<file path="src/rtl/mmu_tlb_assoc.sv">
// Set-associative TLB: two 4 KB PTEs per line, ASID/global tagging, true-LRU
// replacement, fill-in-place and selective invalidation. One-cycle lookup.
module mmu_tlb_assoc #(
  parameter int P_WAYS   = 4,
  parameter int P_SET_W  = 2,
  parameter int P_ASID_W = 8
) (
  input  logic                iCLOCK,
  input  logic                inRESET,
  input  logic                iINV_REQ,
  input  logic [1:0]          iINV_MODE,
  input  logic [P_ASID_W-1:0] iINV_ASID,
  input  logic [31:0]         iINV_ADDR,
  input  logic                iRD_REQ,
  output logic                oRD_BUSY,
  input  logic [P_ASID_W-1:0] iRD_ASID,
  input  logic [31:0]         iRD_ADDR,
  output logic                oRD_VALID,
  input  logic                iRD_BUSY,
  output logic                oRD_HIT,
  output logic [11:0]         oRD_FLAGS,
  output logic [31:0]         oRD_PHYS_ADDR,
  input  logic                iWR_REQ,
  input  logic [P_ASID_W-1:0] iWR_ASID,
  input  logic                iWR_GLOBAL,
  input  logic [31:0]         iWR_ADDR,
  input  logic [63:0]         iWR_PHYS_ADDR
);

  localparam int L_WAY_W = (P_WAYS > 1) ? $clog2(P_WAYS) : 1;
  localparam int L_SETS  = 1 << P_SET_W;
  localparam int L_TAG_W = 19 - P_SET_W;
  localparam logic [L_WAY_W-1:0] L_AGE_TOP = L_WAY_W'(P_WAYS - 1);

  logic                valid_q [L_SETS][P_WAYS];
  logic [L_WAY_W-1:0]  age_q   [L_SETS][P_WAYS];
  logic [L_TAG_W-1:0]  tag_q   [L_SETS][P_WAYS];
  logic [P_ASID_W-1:0] asid_q  [L_SETS][P_WAYS];
  logic                glob_q  [L_SETS][P_WAYS];
  logic [19:0]         frame_q [L_SETS][P_WAYS][2];
  logic [11:0]         flags_q [L_SETS][P_WAYS][2];

  logic [P_SET_W-1:0] rd_idx, wr_idx, inv_idx;
  logic [L_TAG_W-1:0] rd_tag, wr_tag, inv_tag;

  assign rd_idx  = iRD_ADDR[13 +: P_SET_W];
  assign wr_idx  = iWR_ADDR[13 +: P_SET_W];
  assign inv_idx = iINV_ADDR[13 +: P_SET_W];
  assign rd_tag  = iRD_ADDR[31 -: L_TAG_W];
  assign wr_tag  = iWR_ADDR[31 -: L_TAG_W];
  assign inv_tag = iINV_ADDR[31 -: L_TAG_W];

  logic unused_addr_bits;
  assign unused_addr_bits = ^{iINV_ADDR[12:0], iWR_ADDR[12:0]};

  // Lookup match against the array state before this cycle's updates.
  logic               rd_hit;
  logic [L_WAY_W-1:0] rd_way;

  always_comb begin
    rd_hit = 1'b0;
    rd_way = '0;
    for (int w = P_WAYS - 1; w >= 0; w--) begin
      if (valid_q[rd_idx][w] && (tag_q[rd_idx][w] == rd_tag) &&
          (glob_q[rd_idx][w] || (asid_q[rd_idx][w] == iRD_ASID))) begin
        rd_hit = 1'b1;
        rd_way = L_WAY_W'(w);
      end
    end
  end

  // Fill victim: matching way, else lowest invalid way, else the age-0 way.
  logic               wr_match, wr_free, fill_new;
  logic [L_WAY_W-1:0] wr_match_way, wr_free_way, wr_old_way, fill_way;

  always_comb begin
    wr_match     = 1'b0;
    wr_free      = 1'b0;
    wr_match_way = '0;
    wr_free_way  = '0;
    wr_old_way   = '0;
    for (int w = P_WAYS - 1; w >= 0; w--) begin
      if (valid_q[wr_idx][w] && (tag_q[wr_idx][w] == wr_tag) &&
          (glob_q[wr_idx][w] || (asid_q[wr_idx][w] == iWR_ASID))) begin
        wr_match     = 1'b1;
        wr_match_way = L_WAY_W'(w);
      end
      if (!valid_q[wr_idx][w]) begin
        wr_free     = 1'b1;
        wr_free_way = L_WAY_W'(w);
      end
      if (age_q[wr_idx][w] == '0) begin
        wr_old_way = L_WAY_W'(w);
      end
    end
    if (wr_match) begin
      fill_way = wr_match_way;
      fill_new = 1'b0;
    end else if (wr_free) begin
      fill_way = wr_free_way;
      fill_new = 1'b1;
    end else begin
      fill_way = wr_old_way;
      fill_new = 1'b0;
    end
  end

  // Per-entry invalidate mask; mode 2 picks at most one way.
  logic               inv_act;
  logic               inv_clr [L_SETS][P_WAYS];
  logic               inv_hit;
  logic [L_WAY_W-1:0] inv_way;

  assign inv_act = iINV_REQ && (iINV_MODE != 2'd3);

  always_comb begin
    inv_hit = 1'b0;
    inv_way = '0;
    for (int w = P_WAYS - 1; w >= 0; w--) begin
      if (valid_q[inv_idx][w] && (tag_q[inv_idx][w] == inv_tag) &&
          (glob_q[inv_idx][w] || (asid_q[inv_idx][w] == iINV_ASID))) begin
        inv_hit = 1'b1;
        inv_way = L_WAY_W'(w);
      end
    end
    for (int s = 0; s < L_SETS; s++) begin
      for (int w = 0; w < P_WAYS; w++) begin
        inv_clr[s][w] = 1'b0;
        if (inv_act) begin
          case (iINV_MODE)
            2'd0:    inv_clr[s][w] = valid_q[s][w];
            2'd1:    inv_clr[s][w] = valid_q[s][w] && !glob_q[s][w] &&
                                     (asid_q[s][w] == iINV_ASID);
            2'd2:    inv_clr[s][w] = inv_hit && (P_SET_W'(s) == inv_idx) &&
                                     (L_WAY_W'(w) == inv_way);
            default: inv_clr[s][w] = 1'b0;
          endcase
        end
      end
    end
  end

  // Invalidate beats fill beats read touch; any invalidate strobe drops a fill.
  logic               fill_en, touch_en, upd_en, upd_new;
  logic [P_SET_W-1:0] upd_idx;
  logic [L_WAY_W-1:0] upd_way, upd_old;

  assign fill_en  = iWR_REQ && !iINV_REQ;
  assign touch_en = iRD_REQ && !iRD_BUSY && rd_hit && !iWR_REQ && !iINV_REQ;
  assign upd_en   = fill_en || touch_en;
  assign upd_idx  = fill_en ? wr_idx : rd_idx;
  assign upd_way  = fill_en ? fill_way : rd_way;
  assign upd_new  = fill_en && fill_new;
  assign upd_old  = age_q[upd_idx][upd_way];

  // Ages saturate at 0 so a set left partially valid by invalidation recovers.
  always_ff @(posedge iCLOCK or negedge inRESET) begin
    if (!inRESET) begin
      for (int s = 0; s < L_SETS; s++) begin
        for (int w = 0; w < P_WAYS; w++) begin
          valid_q[s][w] <= 1'b0;
          age_q[s][w]   <= '0;
        end
      end
    end else if (inv_act) begin
      for (int s = 0; s < L_SETS; s++) begin
        for (int w = 0; w < P_WAYS; w++) begin
          if (inv_clr[s][w]) begin
            valid_q[s][w] <= 1'b0;
            age_q[s][w]   <= '0;
          end
        end
      end
    end else if (upd_en) begin
      for (int w = 0; w < P_WAYS; w++) begin
        if (L_WAY_W'(w) == upd_way) begin
          valid_q[upd_idx][w] <= 1'b1;
          age_q[upd_idx][w]   <= L_AGE_TOP;
        end else if (valid_q[upd_idx][w] && (age_q[upd_idx][w] != '0) &&
                     (upd_new || (age_q[upd_idx][w] > upd_old))) begin
          age_q[upd_idx][w] <= age_q[upd_idx][w] - 1'b1;
        end
      end
    end
  end

  always_ff @(posedge iCLOCK) begin
    if (fill_en) begin
      tag_q[wr_idx][fill_way]      <= wr_tag;
      asid_q[wr_idx][fill_way]     <= iWR_ASID;
      glob_q[wr_idx][fill_way]     <= iWR_GLOBAL;
      frame_q[wr_idx][fill_way][0] <= iWR_PHYS_ADDR[31:12];
      flags_q[wr_idx][fill_way][0] <= iWR_PHYS_ADDR[11:0];
      frame_q[wr_idx][fill_way][1] <= iWR_PHYS_ADDR[63:44];
      flags_q[wr_idx][fill_way][1] <= iWR_PHYS_ADDR[43:32];
    end
  end

  // Lookup stage registers hold while downstream is busy.
  logic               req_q, hit_q, line_q;
  logic [L_WAY_W-1:0] way_q;
  logic [P_SET_W-1:0] idx_q;
  logic [11:0]        off_q;

  always_ff @(posedge iCLOCK or negedge inRESET) begin
    if (!inRESET) begin
      req_q  <= 1'b0;
      hit_q  <= 1'b0;
      line_q <= 1'b0;
      way_q  <= '0;
      idx_q  <= '0;
      off_q  <= '0;
    end else begin
      if (!iRD_BUSY) begin
        req_q  <= iRD_REQ;
        hit_q  <= rd_hit;
        line_q <= iRD_ADDR[12];
        way_q  <= rd_way;
        idx_q  <= rd_idx;
        off_q  <= iRD_ADDR[11:0];
      end
      if (inv_act) begin
        req_q <= 1'b0;
      end
    end
  end

  // Data comes from the live array so a fill landing after the lookup is seen.
  assign oRD_BUSY      = iRD_BUSY;
  assign oRD_VALID     = req_q && !iRD_BUSY;
  assign oRD_HIT       = oRD_VALID && hit_q;
  assign oRD_FLAGS     = oRD_HIT ? flags_q[idx_q][way_q][line_q] : 12'd0;
  assign oRD_PHYS_ADDR = oRD_HIT ? {frame_q[idx_q][way_q][line_q], off_q} : 32'd0;

endmodule

</file>
<file path="config.mk">
export PLATFORM = sky130hd
export DESIGN_NAME = mmu_tlb_assoc
export DESIGN_NICKNAME = d
export VERILOG_FILES = /design/src/rtl/mmu_tlb_assoc.sv
export SDC_FILE = /design/constraint.sdc
export NUM_CORES = 2
export LEC_CHECK = 0
export ABC_CLOCK_PERIOD_IN_PS = 14000
export BUFFER_PORTS_ARGS = -buffer_cell sky130_fd_sc_hd__buf_4
export CORE_MARGIN = 2
export CORE_UTILIZATION = 35
export DETAILED_ROUTE_END_ITERATION = 12
export GPL_ROUTABILITY_DRIVEN = 0
export PLACE_DENSITY_LB_ADDON = 0.12
export SLEW_MARGIN = 20
export SYNTH_ARGS = -nofsm -noshare
export SYNTH_HDL_FRONTEND = slang
export SYNTH_SLANG_ARGS = --single-unit
</file>
<file path="constraint.sdc">
create_clock -name iCLOCK -period 14 [get_ports iCLOCK]
set_clock_uncertainty 0.1 [all_clocks]
set_input_delay 1.4 -clock iCLOCK [delete_from_list [all_inputs] [get_ports iCLOCK]]
set_output_delay 1.4 -clock iCLOCK [all_outputs]
set_load 0.1 [all_outputs]
</file>
==> results_dict.tcl <==
set metrics [dict create \
    status "complete, no violations" \
    use_met1_pct 28.8 \
    hpwl_mm 130 \
    grt_usage_pct 21.4 \
    ctsHoldBuffers 0 \
    htree_levels 4 \
    clockBufferDepth 3 \
    seq_area_um2 44900 \
    grt_first_pass_wirelength_mm 311 \
    path_class "in2reg" \
    max-vdd-ir-drop_v 0.000126 \
    hp-class "reg2reg" \
    yosysUniqueCellTypes 85 \
    fin_area_um2 81000 \
    p_sw_share_pct 24.4 \
    avgSynthCellArea_um2 18.6 \
    power.internal_w 0.00793 \
    ios 240 \
    synth_area_um2 71000 \
    grt_max_degree 115 \
    fp.dieW_um 454 \
    power_density_nw_per_um2 129 \
    synth_top_cell_area_share_pct 60.9 \
    hold_viol 0 \
    start_util_pct 35.2 \
    cp-end-kind "flip-flop" \
    synth_seq_cells 1507 \
    clk_pin_slew_ns 0.06 \
    max_slew.worst_pin.slew_ns 1.20 \
    cts_inserted_buffers 171 \
    grt-busiest-layer "met2" \
    clock_latency_ns 0.84 \
    clkPwrFrac_pct 41.3 \
    netlist_instances 3813 \
    routed_wl_mm 221 \
    synth_nets 4018 \
    place_area_um2 75600 \
    setup-violations-final 0 \
    grt-ovfl-total 0 \
    p_comb_share_pct 10.3 \
    crit_path_start_kind "input port" \
    drt_iter0_drc 3255 \
    leakagePower_nw 25.6 \
    drive_above_1_share_pct 32.1 \
    seq_power_share_pct 48.4 \
    fin_nets 4237 \
    crit_fanout 48 \
    dieHeight_um 454 \
    firstDrtPassIters 7 \
    slew_headroom_pct 20.0 \
    grt_antenna_before_repair 23 \
    core_area_um2 202000 \
    rsz0062_at_grt "false" \
    p_total_w 0.0105 \
    synth-edff-count 1440 \
    fill_cells 18300 \
    netSwitchingPower_w 0.00255 \
    core.rowCount 165 \
    slew_viol_final 0 \
    cts_resized 0 \
    wl_per_cell_um 32.3 \
    seq_area_frac_synth_pct 63.3 \
    min_period_ns 7.98 \
    min_period_over_period_pct 57.0 \
    synthToLayoutAreaGrowth_pct 14.0 \
    io_buffers 213 \
    final.setup.tns_ns 0 \
    cts_tree "built" \
    synth_flop_cell "edfxtp_1" \
    cts.sinks 1507 \
    synth_top_area_cell "edfxtp_1" \
    drc 0 \
    met3_usage_pct 3.23 \
    ys_warn_count 0 \
    grt_pass1_vias 40100 \
    die-area_um2 207000 \
    cp.arrival_ns 8.31 \
    cts_root_buffer "clkbuf_16" \
    synth_area_leaders "edfxtp_1, mux4_2, xnor2_1, dfrtp_1, xor2_1" \
    synthArstFlopShare_pct 4.45 \
    vias_per_cell 5.69 \
    grt_use_met2_pct 35.6 \
    post-cts-setup-buffer-count 0 \
    max_freq_mhz 125 \
    multiInputGateArea_um2 24800 \
    max_cap_violations 0 \
    dr_total_vias 38900 \
    final_antenna_net_count 0 \
    required_ns 14.33 \
]
worst max-delay path: stages:
cell and delay, ns:
buf_8 0.46, buf_4 0.66, mux4_2 0.59, xor2_1 0.20
nor4_1 0.69, nand3_1 0.31, or4_4 0.54, nand3_1 0.16
nand3_2 0.32, nor2_4 0.18, buf_4 0.70, and3_4 0.98
buf_4 0.91
per-layer routing:
layer / vias to the layer above / part of all wire (%)
met3: 295 / 4.7
li1: 16200 / -
met1: 21300 / 43
met2: 1124 / 50
met4: 16 / 2.7
met5: - / 0.048
through the flow:
step	hold slack (ns)	util, %	std cells	setup slack (ns)
5_1_grt	0.410	40.1	6848	5.72
3_3_place_gp	0.380	37.4	6530	4.96
2_1_floorplan	0.371	-	3813	0.742
4_1_cts	0.358	40.1	6842	5.84
3_5_place_dp	0.388	37.4	6530	4.94
6_report	0.399	40.1	6849	6.02
registers in the layout, indices dropped and copies added (netlist names):
name / cells
req_q: 1
hit_q: 1
idx_q: 2
way_q: 2
line_q: 1
tag_q: 272
off_q: 12
frame_q: 640
age_q: 32
flags_q: 384
valid_q: 16
glob_q: 16
asid_q: 128
layout by cell type (no fill, tap or decap), types with 33 or more instances in the layout:
cell type and instances:
o21ai_0 57, a21oi_1 50, xnor2_1 249, mux2i_1 94
buf_4 278, mux4_2 610, nor2_1 102, clkinv_2 33
dfrtp_1 62, nand4_1 64, inv_1 34, edfxtp_1 1440
clkbuf_1 36, nor4_1 51, clkinv_1 38, mux2_2 138
clkbuf_16 172, nand2_1 88, xor2_1 179
logic make-up after synthesis:
kind of cell / count (synthesis) / share of synthesized area (%)
multiplexers: 863 / 23.4
XOR/XNOR: 428 / 5.28
flip-flops: 1507 / 63.3
AND/OR/NAND/NOR: 457 / 3.33
buffers and inverters: 282 / 1.96
AO/OA/AOI/OAI: 264 / 2.57
adder cells (fa/ha/maj): 12 / 0.211
path summary, 6_finish.rpt:
check | from | to | slack, ns | cells past startpoint
worst max-delay path | iWR_ADDR[13] | flags_q[3][31] | 6.02 | 13
worst min-delay path | off_q[3] | off_q[3] | 0.40 | 1
worst max register to register | asid_q[2][0] | flags_q[3][31] | 7.38 | 12
worst min register to register | off_q[3] | off_q[3] | 0.40 | 1
max in group asynchronous | inRESET | line_q | 12.36 | 2
min in group asynchronous | inRESET | valid_q[7] | 0.42 | 1
layout make-up:
cell class                      instances  share of cell area (%)
Timing Repair Buffer                  293                    2.90
Clock buffer                          209                    5.50
Inverter                               35                   0.162
Antenna cell                            6                  0.0185
Tap cell                             2672                    4.13
Sequential cell                      1507                    55.5
Multi-Input combinational cell       2024                    30.6
Clock inverter                        103                    1.16
power by group through the flow:
stage	combinational, W	clock (W)	sequential [W]
after floorplan	0.000719	0	0.00515
after global placement	0.00108	0	0.00517
after detailed placement	0.00108	0	0.00517
after CTS	0.00109	0.00444	0.00508
after global routing	0.00115	0.00462	0.00508
final	0.00108	0.00433	0.00507
Yosys cell counts (20+ instances only):
cell type	number
buf_4	25
xnor2_1	249
mux2i_1	94
a21oi_1	51
xor2_1	179
mux4_2	610
inv_1	34
dfrtp_1	67
edfxtp_1	1440
nand2_1	89
mux2_2	138
nand3_1	32
nor2_1	104
clkbuf_1	109
o21ai_0	57
buf_2	34
buf_6	20
and3_1	29
nor3_1	20
nor4_1	57
buf_1	55
nand4_1	64
(Power assumes the default switching activity.)
